[src/rtl/quadtree_route_unit_pkg.sv]
// Shared packet-type codes, route-unit state encoding and address-field helper
// for the tree router input-port route unit.
package quadtree_route_unit_pkg;

  localparam int ROUTER_INFO_WIDTH = 4;

  localparam logic [ROUTER_INFO_WIDTH-1:0] ROUTER_INFO_CONFIG        = 4'd0;
  localparam logic [ROUTER_INFO_WIDTH-1:0] ROUTER_INFO_CALC          = 4'd1;
  localparam logic [ROUTER_INFO_WIDTH-1:0] ROUTER_INFO_BROADCAST     = 4'd2;
  localparam logic [ROUTER_INFO_WIDTH-1:0] ROUTER_INFO_FIN_BROADCAST = 4'd3;

  typedef enum logic [1:0] {
    RU_IDLE   = 2'd0,
    RU_ACTIVE = 2'd1,
    RU_DROP   = 2'd2
  } ru_state_e;

  // Right-shift that brings this level's child index down to bit 0.
  function automatic int ru_index_shift(int addr_w, int level, int cb);
    return addr_w - (level + 1) * cb;
  endfunction

endpackage

[src/rtl/quadtree_route_unit_if.sv]
// Flit handshake between input buffer / switch allocator (master) and the
// route unit (slave).
interface quadtree_route_unit_if
  import quadtree_route_unit_pkg::*;
#(
  parameter int DIR        = 5,
  parameter int ADDR_WIDTH = 16,
  parameter int INFO_WIDTH = ROUTER_INFO_WIDTH
) ();

  logic                  in_valid;
  logic                  in_head;
  logic                  in_tail;
  logic [INFO_WIDTH-1:0] route_info;
  logic [ADDR_WIDTH-1:0] route_addr;
  logic                  in_pop;
  logic [DIR-1:0]        out_req;
  logic [DIR-1:0]        out_grant;

  modport master (
    output in_valid, in_head, in_tail, route_info, route_addr, out_grant,
    input  in_pop, out_req
  );

  modport slave (
    input  in_valid, in_head, in_tail, route_info, route_addr, out_grant,
    output in_pop, out_req
  );

endinterface

[src/rtl/quadtree_route_unit_route_decode.sv]
// Combinational head-flit decoder: packet type + destination address to an
// output-port mask (children in the low bits, parent port in the top bit).
module quadtree_route_unit_route_decode
  import quadtree_route_unit_pkg::*;
#(
  parameter int NUM_CHILD  = 4,
  parameter int LEVEL_ID   = 0,
  parameter int ADDR_WIDTH = 16,
  parameter int INFO_WIDTH = ROUTER_INFO_WIDTH,
  parameter bit IS_LOCAL   = 1'b1
) (
  input  logic                  en,
  input  logic [INFO_WIDTH-1:0] route_info,
  input  logic [ADDR_WIDTH-1:0] route_addr,
  output logic [NUM_CHILD:0]    mask
);

  localparam int CB    = $clog2(NUM_CHILD);
  localparam int SHIFT = ru_index_shift(ADDR_WIDTH, LEVEL_ID, CB);

  logic [CB-1:0]        idx;
  logic [NUM_CHILD-1:0] child_oh;
  logic                 is_config, is_calc, is_bcast, is_fin;

  always_comb begin
    idx       = CB'(route_addr >> SHIFT);
    is_config = (route_info == INFO_WIDTH'(ROUTER_INFO_CONFIG));
    is_calc   = (route_info == INFO_WIDTH'(ROUTER_INFO_CALC));
    is_bcast  = (route_info == INFO_WIDTH'(ROUTER_INFO_BROADCAST));
    is_fin    = (route_info == INFO_WIDTH'(ROUTER_INFO_FIN_BROADCAST));

    // Indices beyond NUM_CHILD (non power-of-two fan-out) route nowhere.
    child_oh = '0;
    for (int c = 0; c < NUM_CHILD; c++) begin
      if (int'(idx) == c) child_oh[c] = 1'b1;
    end

    mask = '0;
    if (en) begin
      if (IS_LOCAL) begin
        if (is_config)                    mask[NUM_CHILD-1:0] = child_oh;
        else if (is_calc)                 mask[NUM_CHILD-1:0] = '1;
        else if (is_bcast && LEVEL_ID > 0) mask[NUM_CHILD-1:0] = '1;
      end else if (LEVEL_ID == 0) begin
        // At the root, up-traffic broadcasts turn around toward all children.
        if (is_bcast)    mask[NUM_CHILD-1:0] = '1;
        else if (is_fin) mask[NUM_CHILD]     = 1'b1;
      end else begin
        if (is_bcast || is_fin) mask[NUM_CHILD] = 1'b1;
      end
    end
  end

endmodule

[src/rtl/quadtree_route_unit.sv]
// Per-input-port route unit: locks a decoded route for a whole packet and
// retires each flit only after every routed output port has granted it.
module quadtree_route_unit
  import quadtree_route_unit_pkg::*;
#(
  parameter int NUM_CHILD  = 4,
  parameter int LEVEL_ID   = 0,
  parameter int ADDR_WIDTH = 16,
  parameter int INFO_WIDTH = ROUTER_INFO_WIDTH,
  parameter bit IS_LOCAL   = 1'b1
) (
  input  logic                  clk,
  input  logic                  rst,
  quadtree_route_unit_if.slave  bus,
  output logic [NUM_CHILD:0]    route_mask,
  output logic                  busy,
  output logic                  err_unroutable
);

  localparam int DIR = NUM_CHILD + 1;

  ru_state_e      state_q, state_d;
  logic [DIR-1:0] pending_q, pending_d;
  logic [DIR-1:0] route_mask_q, route_mask_d;
  logic           err_q, err_d;

  logic           dec_en;
  logic [DIR-1:0] dec_mask;
  logic [DIR-1:0] req;
  logic [DIR-1:0] remain;
  logic           pop;

  quadtree_route_unit_route_decode #(
    .NUM_CHILD  (NUM_CHILD),
    .LEVEL_ID   (LEVEL_ID),
    .ADDR_WIDTH (ADDR_WIDTH),
    .INFO_WIDTH (INFO_WIDTH),
    .IS_LOCAL   (IS_LOCAL)
  ) u_decode (
    .en         (dec_en),
    .route_info (bus.route_info),
    .route_addr (bus.route_addr),
    .mask       (dec_mask)
  );

  always_comb begin
    state_d      = state_q;
    pending_d    = pending_q;
    route_mask_d = route_mask_q;
    err_d        = err_q;
    dec_en       = 1'b0;
    req          = '0;
    remain       = '0;
    pop          = 1'b0;

    unique case (state_q)
      RU_IDLE: begin
        if (bus.in_valid) begin
          if (bus.in_head) begin
            dec_en = 1'b1;
            if (dec_mask != '0) begin
              route_mask_d = dec_mask;
              pending_d    = dec_mask;
              state_d      = RU_ACTIVE;
            end else begin
              err_d = 1'b1;
              pop   = 1'b1;
              if (!bus.in_tail) state_d = RU_DROP;
            end
          end else begin
            pop = 1'b1;
          end
        end
      end

      RU_ACTIVE: begin
        // Only grants on requested ports count; delivered ports stay cleared.
        req       = pending_q & {DIR{bus.in_valid}};
        remain    = pending_q & ~(bus.out_grant & req);
        pending_d = remain;
        if (bus.in_valid && remain == '0) begin
          pop = 1'b1;
          if (bus.in_tail) begin
            state_d      = RU_IDLE;
            route_mask_d = '0;
            pending_d    = '0;
          end else begin
            pending_d = route_mask_q;
          end
        end
      end

      RU_DROP: begin
        pop = bus.in_valid;
        if (bus.in_valid && bus.in_tail) state_d = RU_IDLE;
      end

      default: state_d = RU_IDLE;
    endcase
  end

  always_ff @(posedge clk or negedge rst) begin
    if (!rst) begin
      state_q      <= RU_IDLE;
      pending_q    <= '0;
      route_mask_q <= '0;
      err_q        <= 1'b0;
    end else begin
      state_q      <= state_d;
      pending_q    <= pending_d;
      route_mask_q <= route_mask_d;
      err_q        <= err_d;
    end
  end

  assign bus.out_req     = req;
  assign bus.in_pop      = pop;
  assign route_mask      = route_mask_q;
  assign busy            = (state_q != RU_IDLE);
  assign err_unroutable  = err_q;

endmodule

[src/flat_wrapper.sv]
// flat-port wrapper written by rule: the top's interface ports become plain ports
module quadtree_route_unit_flat import quadtree_route_unit_pkg::*;
#(
  parameter int NUM_CHILD  = 4,
  parameter int LEVEL_ID   = 0,
  parameter int ADDR_WIDTH = 16,
  parameter int INFO_WIDTH = ROUTER_INFO_WIDTH,
  parameter bit IS_LOCAL   = 1'b1
)
  (clk, rst, route_mask, busy, err_unroutable, bus_in_valid, bus_in_head, bus_in_tail, bus_route_info, bus_route_addr, bus_out_grant, bus_in_pop, bus_out_req);
  quadtree_route_unit_if #(.DIR((5)), .ADDR_WIDTH(ADDR_WIDTH), .INFO_WIDTH(INFO_WIDTH)) bus_i ();
  input  logic clk;
  input  logic rst;
  output logic [NUM_CHILD:0] route_mask;
  output logic busy;
  output logic err_unroutable;
  input wire logic [$bits(bus_i.in_valid)-1:0] bus_in_valid;
  input wire logic [$bits(bus_i.in_head)-1:0] bus_in_head;
  input wire logic [$bits(bus_i.in_tail)-1:0] bus_in_tail;
  input wire logic [$bits(bus_i.route_info)-1:0] bus_route_info;
  input wire logic [$bits(bus_i.route_addr)-1:0] bus_route_addr;
  input wire logic [$bits(bus_i.out_grant)-1:0] bus_out_grant;
  output wire logic [$bits(bus_i.in_pop)-1:0] bus_in_pop;
  output wire logic [$bits(bus_i.out_req)-1:0] bus_out_req;
  assign bus_i.in_valid = bus_in_valid;
  assign bus_i.in_head = bus_in_head;
  assign bus_i.in_tail = bus_in_tail;
  assign bus_i.route_info = bus_route_info;
  assign bus_i.route_addr = bus_route_addr;
  assign bus_i.out_grant = bus_out_grant;
  assign bus_in_pop = bus_i.in_pop;
  assign bus_out_req = bus_i.out_req;
  quadtree_route_unit #(.NUM_CHILD(NUM_CHILD), .LEVEL_ID(LEVEL_ID), .ADDR_WIDTH(ADDR_WIDTH), .INFO_WIDTH(INFO_WIDTH), .IS_LOCAL(IS_LOCAL)) u_core (.clk(clk), .rst(rst), .bus(bus_i), .route_mask(route_mask), .busy(busy), .err_unroutable(err_unroutable));
endmodule
[config.mk]
export PLATFORM = sky130hd
export DESIGN_NAME = quadtree_route_unit_flat
export DESIGN_NICKNAME = d
export VERILOG_FILES = /design/src/rtl/quadtree_route_unit_pkg.sv /design/src/rtl/quadtree_route_unit_if.sv /design/src/rtl/quadtree_route_unit_route_decode.sv /design/src/rtl/quadtree_route_unit.sv /design/src/flat_wrapper.sv
export SDC_FILE = /design/constraint.sdc
export NUM_CORES = 1
export LEC_CHECK = 0
export ABC_CLOCK_PERIOD_IN_PS = 4600
export CAP_MARGIN = 30
export CORE_MARGIN = 5
export CORE_UTILIZATION = 42
export CTS_CLUSTER_DIAMETER = 150
export CTS_CLUSTER_SIZE = 20
export DETAILED_ROUTE_END_ITERATION = 8
export PLACE_DENSITY = 0.94
export SLEW_MARGIN = 20
export SYNTH_ARGS = -nofsm -noshare
export SYNTH_HDL_FRONTEND = slang
export SYNTH_SLANG_ARGS = --single-unit
[constraint.sdc]
create_clock -name clk -period 4.6 [get_ports clk]
set_clock_uncertainty 0.2 [all_clocks]
set_input_delay 0.92 -clock clk [delete_from_list [all_inputs] [get_ports clk]]
set_output_delay 0.92 -clock clk [all_outputs]
set_load 0.01 [all_outputs]
==> results by group, run 1 <==
Synthesis
  • Post-Syn Area: approximately 830 um^2
  • Sequential area share after synthesis: 0.3927
  • Unique masters post-synth: 34
  • Post-synth EDFFs: 0
  • Dominant cells by area after synthesis: dfrtp_1, nand2_1, and3_1, o21ai_0, inv_1
  • Seq cells post-synth: 13
  • Mapped Nets: 130
  • Commonest cells in the synthesized netlist: dfrtp_1, nand2_1, inv_1
  • Post-synth top flop: dfrtp_1
  • Cells after synthesis: 100
  • Post-synth top area cell: dfrtp_1
  • Count leader, synth: dfrtp_1
  • Post-synth top area share: 0.3927
  • Avg Cell Area, Syn: ~8.3 um^2
  • Asr flop ratio synth: 1.000
  • Yosys warns: 0

Pwr
  • Clk network pwr share: 0.221
  • Combinational power share: 0.314
  • Switching power total: around 0.11 mW
  • PwrDens: approximately 300 nW/um^2
  • Worst vdd ir: between 0.15 and 0.2 mV
  • Sw frac: 0.3388
  • Sequential power share: 0.465
  • Pint: approximately 0.22 mW
  • Leakage dissipation: 0.4767 nW

Route
  • WL/cell: between 15 and 20 um
  • Drt pass-1 iters: 4
  • Antenna Nets Post-Route: 0
  • Vias after detailed routing: ~900
  • Post-DR vias/cell: between 5 and 6
  • DR DRC count: 0
  • Iteration-0 DRC Markers: 37
  • WL final: approximately 2500 um

Timing
  • Final worst-path cycle share: 0.8489
  • Final setup violation count: 0
  • Slew Viols, Final: 0
  • Slew headroom: 0.5982
  • Setup TNS: 0 ns
  • RSZ-0062 raised after global routing: no
  • Slew @ Worst Pin: roughly 0.6 ns
  • Maximum clock frequency: around 260 MHz
  • Final hold slack: a little over 0.3 ns
  • Crit path time final: 3.905 ns
  • Final hold vios: 0

Place
  • Final GP Congestion: about 0.96
  • Placed insts: 150
  • DP Wirelength: between 1500 and 2000 um
  • Input/output buffers: 28

Global route
  • Vias in the first global route: 894
  • GRT overflow: 0
  • Total GRT Usage: 0.1945
  • Pin count of the biggest net entering global routing: 15
  • Initial antenna violation count: 0
  • First-pass GRT wire length: between 4000 and 5000 um

Clock tree
  • Clock Root Buffer: clkbuf_4
  • TritonCTS Buffers: 3
  • Worst skew pair latency: 0.29 ns
  • H-tree Lvls: 1
  • CTS Buffer Depth: 2
  • Setup Fix Bufs, Post-CTS: 0
  • Clock transition time at the flip-flop clock pins of the worst setup and hold paths: approximately 0.09 ns
  • CTS Sinks: 13
  • Post-CTS Hold Fix Bufs: 0
  • Post-CTS Resized: 0
  • CTS tree: done

Floorplan
  • Die X: 54.41 um
  • Initial Utilization: 0.4310
  • Core area: between 1500 and 2000 um^2
  • Placement row count: 16
  • # IOs: 43
  • Die area: 2960 um^2
  • Die Ht: ~54 um

Min path
  • Min-Delay Path Depth: 2
  • Sink of the worst hold path: u_core.err_unroutable$_DFFE_PN0P_
  • Worst Hold Launch: u_core.err_unroutable$_DFFE_PN0P_
  • Hold Crit Class: register to register

Cells and area
  • Area Overhead vs Synth: 38.97%
  • FILL cells: 187
  • Inserted Diodes: 0
  • Final Non-Filler Cells: 154
  • Post-layout nets: roughly 160
  • Share of cells above drive strength 1: 0.03937

Run status
  • Status: complete, no violations

Setup path
  • Crit-path max cell delay: around 0.49 ns
  • Worst EP required: 3.48 ns
  • Max Fanout on Critical Path: 7
  • Crit-path slowest cell: or3_1
  • CP endpoint kind: output port
  • CP most frequent cell: clkdlybuf4s50_1
  • R2r worst-path depth: 4
  • Crit Path Category: input port to output port
  • FF-to-FF setup slack: roughly 2.6 ns
  • Crit-path cells: clkdlybuf4s50_1 > or3_1 > o311ai_0 > o31ai_1 > clkdlybuf4s50_1
  • RR Endpoint: u_core.pending_q[2]$_DFFE_PN0P_
  • Startpoint types: input port
  • Top delay family on crit path: buffers and inverters
  • Origin of the critical flop-to-flop path: u_core.state_q[0]$_DFFE_PN0P_
  • Critical path arrival: about 2.8 ns
  • WP buf/inv: 2

Job
  • Max-Cap Viols: 0
power by group through the flow:
stage / logic (mW) / registers (mW) / clock network, mW
finish: 0.105 / 0.157 / 0.0743
global route: 0.115 / 0.160 / 0.0809
CTS: 0.105 / 0.156 / 0.0736
detailed placement: 0.103 / 0.158 / 0
global placement: 0.0989 / 0.157 / 0
floorplan: 0.0605 / 0.151 / 0
kinds of logic after synthesis:
kind of cell | count (synthesis) | synth area share
AND/OR/NAND/NOR | 41 | 0.2568
AO/OA/AOI/OAI | 33 | 0.2885
flip-flops | 13 | 0.3927
buffers and inverters | 13 | 0.06193
routing by layer:
layer | up-vias | routed length (um) | GRT usage
met5 | - | 0 | 0
li1 | 423 | - | -
met1 | 425 | 1038 | 0.2504
met4 | 0 | 66 | 0.09959
met3 | 9 | 187 | 0.03270
met2 | 46 | 1186 | 0.3108
worst min-delay path: stages (launching register included):
cell,delay [ns]
dfrtp_1,0.37
inv_1,0.05
o31ai_1,0.06
final cells by class:
cell class / instances / area [um^2] / share of cell area
sequential: 13 / 325.3 / 0.2826
inverter: 7 / 26.28 / 0.02283
tap: 27 / 33.78 / 0.02935
multi-input combinational: 74 / 451.7 / 0.3924
clock buffer: 4 / 26.28 / 0.02283
timing repair buffer: 29 / 287.8 / 0.2500
state kept, by name, summed over array words and instances (netlist names):
signal                 count
u_core.pending_q           5
u_core.route_mask          5
u_core.state_q             2
u_core.err_unroutable      1
per-stage QoR:
stage	utilization	setup slack, ns	power (mW)	instance area (um^2)
global placement	0.5853	0.7536	0.2555	1125
global route	0.5990	0.6262	0.3560	1151
floorplan	-	1.640	0.2113	828.3
CTS	0.5990	0.7018	0.3343	1151
detailed placement	0.5853	0.7147	0.2614	1125
finish	0.5990	0.6949	0.3362	1151
cells in the final DEF (no fill, tap or decap), drive strengths merged, types with 2 or more instances in the layout:
| cell type | netlist | routed |
|---|---|---|
| o21ai | 6 | 6 |
| nor3 | 2 | 2 |
| nor4 | 3 | 3 |
| nor2 | 5 | 5 |
| o2111ai | 2 | 2 |
| dfrtp | 13 | 13 |
| a21o | 2 | 2 |
| nand2 | 11 | 11 |
| nand3 | 2 | 2 |
| o21bai | 3 | 3 |
| a21oi | 3 | 3 |
| clkdlybuf4s50 | 0 | 28 |
| inv | 7 | 7 |
| and3 | 5 | 5 |
| clkbuf | 4 | 4 |
| a21boi | 3 | 3 |
| nand2b | 4 | 4 |
| or3 | 4 | 4 |
| o31ai | 2 | 2 |
| o211ai | 3 | 3 |
worst max-delay path by stage:
stage	endpoint	slack [ns]	depth (start not counted)	start
after floorplan	bus_in_pop	1.64	4	bus_route_info[1]
after global placement	bus_in_pop	0.75	5	bus_route_info[1]
after detailed placement	bus_in_pop	0.71	5	bus_route_info[1]
after CTS	bus_in_pop	0.70	5	bus_route_info[1]
after global routing	bus_in_pop	0.63	5	bus_route_info[1]
final	bus_in_pop	0.69	5	bus_route_info[1]
No activity file was read; power rests on OpenSTA's default activity.
==> run 2: changes to the inputs <==
Settings changed: ABC_CLOCK_PERIOD_IN_PS 4600 to 4000, CORE_UTILIZATION 42 to 39, PLACE_DENSITY 0.94 to 0.89.
Clock period 4.6 ns to 4 ns, I/O delays scaled along.
==> results by group, run 2 (synthesized netlist as in run 1, its figures left out) <==
Run status
  • Status: complete, no violations

Setup path
  • Crit Path Category: input port to output port
  • CP Capture Point: bus_in_pop
  • Origin of the critical flop-to-flop path: u_core.state_q[0]$_DFFE_PN0P_
  • R2r worst-path depth: 4 (unchanged)
  • Startpoint types: input port
  • CP endpoint kind: output port
  • Worst EP required: 3.00 ns (-0.48 ns)
  • RR Endpoint: u_core.pending_q[2]$_DFFE_PN0P_
  • Crit path launch: bus_route_info[1]
  • Max Fanout on Critical Path: 7 (unchanged)
  • Critical path arrival: 2.62 ns (-0.17 ns)
  • FF-to-FF setup slack: 2.05 ns (-0.58 ns)

Clock tree
  • CTS Buffer Depth: 2 (unchanged)
  • Post-CTS Hold Fix Bufs: 0 (unchanged)
  • TritonCTS Buffers: 3 (unchanged)
  • H-tree Lvls: 1 (unchanged)
  • Worst skew pair latency: 0.27 ns (-0.02 ns)
  • CTS Sinks: 13 (unchanged)
  • Setup Fix Bufs, Post-CTS: 0 (unchanged)
  • Post-CTS Resized: 0 (unchanged)
  • Clock Root Buffer: clkbuf_4
  • Clock transition time at the flip-flop clock pins of the worst setup and hold paths: 0.08 ns (about the same)
  • CTS tree: done

Cells and area
  • Post-layout nets: 159 (+0.63%)
  • Final instance area: 1159 um^2 (+0.65%)
  • FILL cells: 189 (+1.1%)
  • Share of cells above drive strength 1: 0.04688 (+0.007505)
  • Most frequent cells in the layout: clkdlybuf4s50_1, dfrtp_1, nand2_1
  • Area Overhead vs Synth: 39.88%
  • Inserted Diodes: 0 (unchanged)
  • Most common cell after layout, fill and taps aside: clkdlybuf4s50_1

Place
  • Input/output buffers: 28 (unchanged)
  • DP Wirelength: 1920 um (+2.3%)
  • Final GP Congestion: 0.8816 (-8.4%)
  • Cell Area, Placed: 1132 um^2 (+0.67%)

Timing
  • Final setup violation count: 0 (unchanged)
  • Setup TNS: 0 ns (unchanged)
  • Slew headroom: 0.6037 (+0.005445)
  • RSZ-0062 raised after global routing: no
  • Crit path time final: 3.621 ns
  • Final hold vios: 0 (unchanged)
  • Maximum clock frequency: ~280 MHz
  • Final worst-path cycle share: 0.9051
  • Slew Viols, Final: 0 (unchanged)
  • Slew @ Worst Pin: 0.5926 ns (-0.008142 ns)

Pwr
  • Worst vdd ir: 0.1789 mV (+7.7%)
  • Pint: 0.2560 mW (+15%)
  • Clk network pwr share: 0.209 (-0.012)
  • PwrDens: 327.5 nW/um^2 (+12%)
  • Leakage dissipation: 0.4812 nW (+0.94%)
  • Sequential power share: 0.474 (+0.009)
  • Combinational power share: 0.317 (+0.003)
  • Switching power total: 0.1234 mW (+8.3%)
  • Sw frac: 0.3252 (-0.01359)

Route
  • WL/cell: 15.71 um (-2.4%)
  • DR DRC count: 0 (unchanged)
  • Vias after detailed routing: 876 (-3.0%)
  • Drt pass-1 iters: 4 (unchanged)
  • WL final: 2435 um (-1.7%)
  • Post-DR vias/cell: 5.652 (-3.6%)
  • Iteration-0 DRC Markers: 21 (-43%)
  • Antenna Nets Post-Route: 0 (unchanged)

Floorplan
  • Initial Utilization: 0.4137 (-0.01724)
  • Die X: 56.09 um (+3.1%)
  • Core area: 2002 um^2 (+4.2%)
  • Die Ht: 56.09 um (+3.1%)
  • Placement row count: 16 (unchanged)
  • # IOs: 43 (unchanged)
  • Die area: 3146 um^2 (+6.3%)

Global route
  • Vias in the first global route: 907 (+1.5%)
  • Total GRT Usage: 0.1685 (-0.02602)
  • First-pass GRT wire length: 4319 um (+5.0%)
  • Pin count of the biggest net entering global routing: 14 (-1)
  • Initial antenna violation count: 0 (unchanged)
  • GRT overflow: 0 (unchanged)

Min path
  • Worst Hold Launch: u_core.err_unroutable$_DFFE_PN0P_
  • Hold Crit Class: register to register

Job
  • Max-Cap Viols: 0 (unchanged)
[run 2: cell count changes in the layout (fill, tap and decap cells not counted), sizes merged]
cell,change
buf,+1
[run 2: power by group through the flow]
stage / registers, mW / clock network (mW) / logic, mW
floorplan: 0.173 / 0 / 0.0696
global placement: 0.181 / 0 / 0.114
detailed placement: 0.182 / 0 / 0.119
CTS: 0.179 / 0.0817 / 0.120
global route: 0.185 / 0.0903 / 0.133
finish: 0.180 / 0.0791 / 0.120
[run 2: worst min-delay path by stage]
stage                                              endpoint  cells after the start
after global placement    u_core.err_unroutable$_DFFE_PN0P_                      2
after detailed placement  u_core.err_unroutable$_DFFE_PN0P_                      2
final                     u_core.err_unroutable$_DFFE_PN0P_                      2
after floorplan             u_core.pending_q[0]$_DFFE_PN0P_                      1
after CTS                 u_core.err_unroutable$_DFFE_PN0P_                      2
after global routing      u_core.err_unroutable$_DFFE_PN0P_                      2
[run 2: per-stage QoR]
stage / power (mW) / worst slack (ns) / cells / hold WS, ns / utilization
2_1_floorplan: 0.2430 / 1.280 / 100 / 0.2928 / -
6_report: 0.3794 / 0.3794 / 155 / 0.2766 / 0.5788
5_1_grt: 0.4084 / 0.1883 / 155 / 0.3204 / 0.5788
3_3_place_gp: 0.2949 / 0.3921 / 151 / 0.2551 / 0.5656
3_5_place_dp: 0.3013 / 0.3654 / 151 / 0.2588 / 0.5656
4_1_cts: 0.3812 / 0.3638 / 155 / 0.2825 / 0.5788
[run 2: per-layer routing]
layer  vias up  part of all wire  global-route usage
met1       415              0.45              0.2161
li1        425                 -                   -
met3         4             0.045             0.01856
met2        32              0.48              0.2721
met5         -                 0                   0
met4         0             0.020             0.09492
[run 2: cell type report]
cell class	instances	area (um^2)	share of cell area
clock buffer	4	26.28	0.02268
inverter	7	26.28	0.02268
multi-input combinational	74	451.7	0.3898
sequential	13	325.3	0.2808
tap	27	33.78	0.02916
timing repair buffer	30	295.3	0.2549
[run 2: worst max-delay path, cell delays in order]
cell and delay [ns]:
clkdlybuf4s50_1 0.41, or3_1 0.48, o311ai_0 0.32, o31ai_1 0.12, clkdlybuf4s50_1 0.49
==> run 3: changes to the inputs <==
Settings changed: SETUP_SLACK_MARGIN set to 0.5.
==> results by group, run 3 (synthesized netlist as in run 1, its figures left out) <==
Setup path
  • R2r worst-path depth: 4 (unchanged)
  • Max Fanout on Critical Path: 7 (unchanged)
  • Worst EP required: 3.00 ns (about the same)
  • Startpoint types: input port
  • Top delay family on crit path: buffers and inverters
  • CP endpoint kind: output port
  • Crit-path cells: clkdlybuf4s50_1 > or3_4 > o311ai_1 > o31ai_1 > dlygate4sd2_1
  • Crit-path max cell delay: 0.44 ns (-0.05 ns)
  • Critical path arrival: 2.33 ns (-0.29 ns)
  • WP buf/inv: 2 (unchanged)
  • Critical path depth: 5 (unchanged)
  • Crit-path slowest cell: clkdlybuf4s50_1
  • Crit Path Category: input port to output port

Clock tree
  • CTS tree: done
  • Setup Fix Bufs, Post-CTS: 0 (unchanged)
  • Clock Root Buffer: clkbuf_4
  • Clock transition time at the flip-flop clock pins of the worst setup and hold paths: 0.08 ns (about the same)
  • Worst skew pair latency: 0.27 ns (about the same)
  • CTS Buffer Depth: 2 (unchanged)
  • CTS Sinks: 13 (unchanged)
  • TritonCTS Buffers: 3 (unchanged)
  • H-tree Lvls: 1 (unchanged)
  • Post-CTS Hold Fix Bufs: 0 (unchanged)

Cells and area
  • Most frequent cells in the layout: clkdlybuf4s50_1, dfrtp_1, nand2_1
  • Post-layout nets: 159 (unchanged)
  • Inserted Diodes: 0 (unchanged)
  • Most common cell after layout, fill and taps aside: clkdlybuf4s50_1
  • Area Overhead vs Synth: 40.33%
  • Final instance area: 1162 um^2 (+0.32%)
  • Share of cells above drive strength 1: 0.05469 (+0.007813)

Route
  • Iteration-0 DRC Markers: 25 (+19%)
  • DR DRC count: 0 (unchanged)
  • Drt pass-1 iters: 4 (unchanged)
  • Post-DR vias/cell: 5.735 (+1.5%)
  • WL final: 2503 um (+2.8%)
  • Vias after detailed routing: 889 (+1.5%)
  • WL/cell: 16.15 um (+2.8%)
  • Antenna Nets Post-Route: 0 (unchanged)

Place
  • Cell Area, Placed: 1132 um^2 (unchanged)
  • Input/output buffers: 28 (unchanged)
  • Setup Slack @ Placement: 0.3654 ns (unchanged)
  • Final GP Congestion: 0.8816 (unchanged)
  • DP Wirelength: 1920 um (unchanged)

Timing
  • Setup TNS: 0 ns (unchanged)
  • Post-route setup slack: 0.6731 ns (+0.2936 ns)
  • Final setup violation count: 0 (unchanged)
  • Final worst-path cycle share: 0.8317 (-0.07341)
  • Maximum clock frequency: 300.6 MHz (+8.8%)
  • Slew Viols, Final: 0 (unchanged)
  • Final hold vios: 0 (unchanged)
  • Slew headroom: 0.5975 (-0.006160)
  • Crit path time final: 3.327 ns (-0.2936 ns)
  • RSZ-0062 raised after global routing: no
  • Final hold slack: 0.2753 ns (-0.001278 ns)
  • Slew @ Worst Pin: 0.6018 ns (+0.009211 ns)

Global route
  • Vias in the first global route: 892 (-1.7%)
  • GRT overflow: 0 (unchanged)
  • Initial antenna violation count: 0 (unchanged)
  • Pin count of the biggest net entering global routing: 14 (unchanged)
  • Total GRT Usage: 0.1714 (+0.002872)
  • First-pass GRT wire length: 4381 um (+1.4%)

Pwr
  • Worst vdd ir: 0.1790 mV (about the same)
  • Leakage dissipation: 0.4847 nW (+0.73%)
  • Total power: 0.3805 mW (+0.29%)
  • PwrDens: 327.4 nW/um^2 (about the same)

Job
  • Max-Cap Viols: 0 (unchanged)

Floorplan
  • Core area: 2002 um^2 (unchanged)
  • # IOs: 43 (unchanged)
  • Die X: 56.09 um (unchanged)
  • Initial Utilization: 0.4137 (unchanged)
  • Die Ht: 56.09 um (unchanged)
  • Die area: 3146 um^2 (unchanged)
  • Placement row count: 16 (unchanged)

Min path
  • Hold Crit Class: register to register
  • Min-Delay Path Depth: 2 (unchanged)

Run status
  • Status: complete, no violations
==> run 3: metrics by stage <==
stage,std cells,util
6_report,155,0.5806
5_1_grt,155,0.5806
3_3_place_gp,151,0.5656
4_1_cts,155,0.5806
2_1_floorplan,100,-
3_5_place_dp,151,0.5656
==> run 3: per-layer routing <==
metal	routed length [um]	GRT usage	vias up
met1	1088	0.2203	426
met5	0	0	-
met2	1246	0.2855	34
li1	-	-	425
met4	49	0.08136	0
met3	119	0.01624	4
==> run 3: layout make-up <==
type | count | area [um^2]
Fill cell | 189 | 839.6
Multi-Input combinational cell | 74 | 456.7
Sequential cell | 13 | 325.3
Timing Repair Buffer | 30 | 294.0
Tap cell | 27 | 33.78
Clock buffer | 4 | 26.28
Inverter | 7 | 26.28
==> run 3: path summary, 6_finish.rpt <==
kind / end / from / slack, ns
max in group asynchronous: u_core.pending_q[4]$_DFFE_PN0P_ / rst / 2.50
setup / recovery: bus_in_pop / bus_route_info[1] / 0.67
min in group asynchronous: u_core.state_q[0]$_DFFE_PN0P_ / rst / 0.70
setup reg to reg: u_core.pending_q[2]$_DFFE_PN0P_ / u_core.state_q[0]$_DFFE_PN0P_ / 2.04
hold / removal: u_core.err_unroutable$_DFFE_PN0P_ / u_core.err_unroutable$_DFFE_PN0P_ / 0.28
hold reg to reg: u_core.err_unroutable$_DFFE_PN0P_ / u_core.err_unroutable$_DFFE_PN0P_ / 0.28
==> run 3: worst min-delay path, stage by stage (launching register included) <==
cell and delay, ns:
dfrtp_1 0.34, inv_1 0.04, o31ai_1 0.06
==> run 3: where the power goes <==
group	leakage, nW	internal [mW]	switching [mW]
Sequential	0.146	0.155	0.0254
Combinational	0.324	0.0628	0.0581
Clock	0.0150	0.0386	0.0411
Total	0.485	0.256	0.125
==> run 3: what timing repair did <==
action                                  in CTS  in global routing
resized for setup                            3                  0
endpoints found under the hold margin        0                  0
endpoints found under the setup margin       1                  0
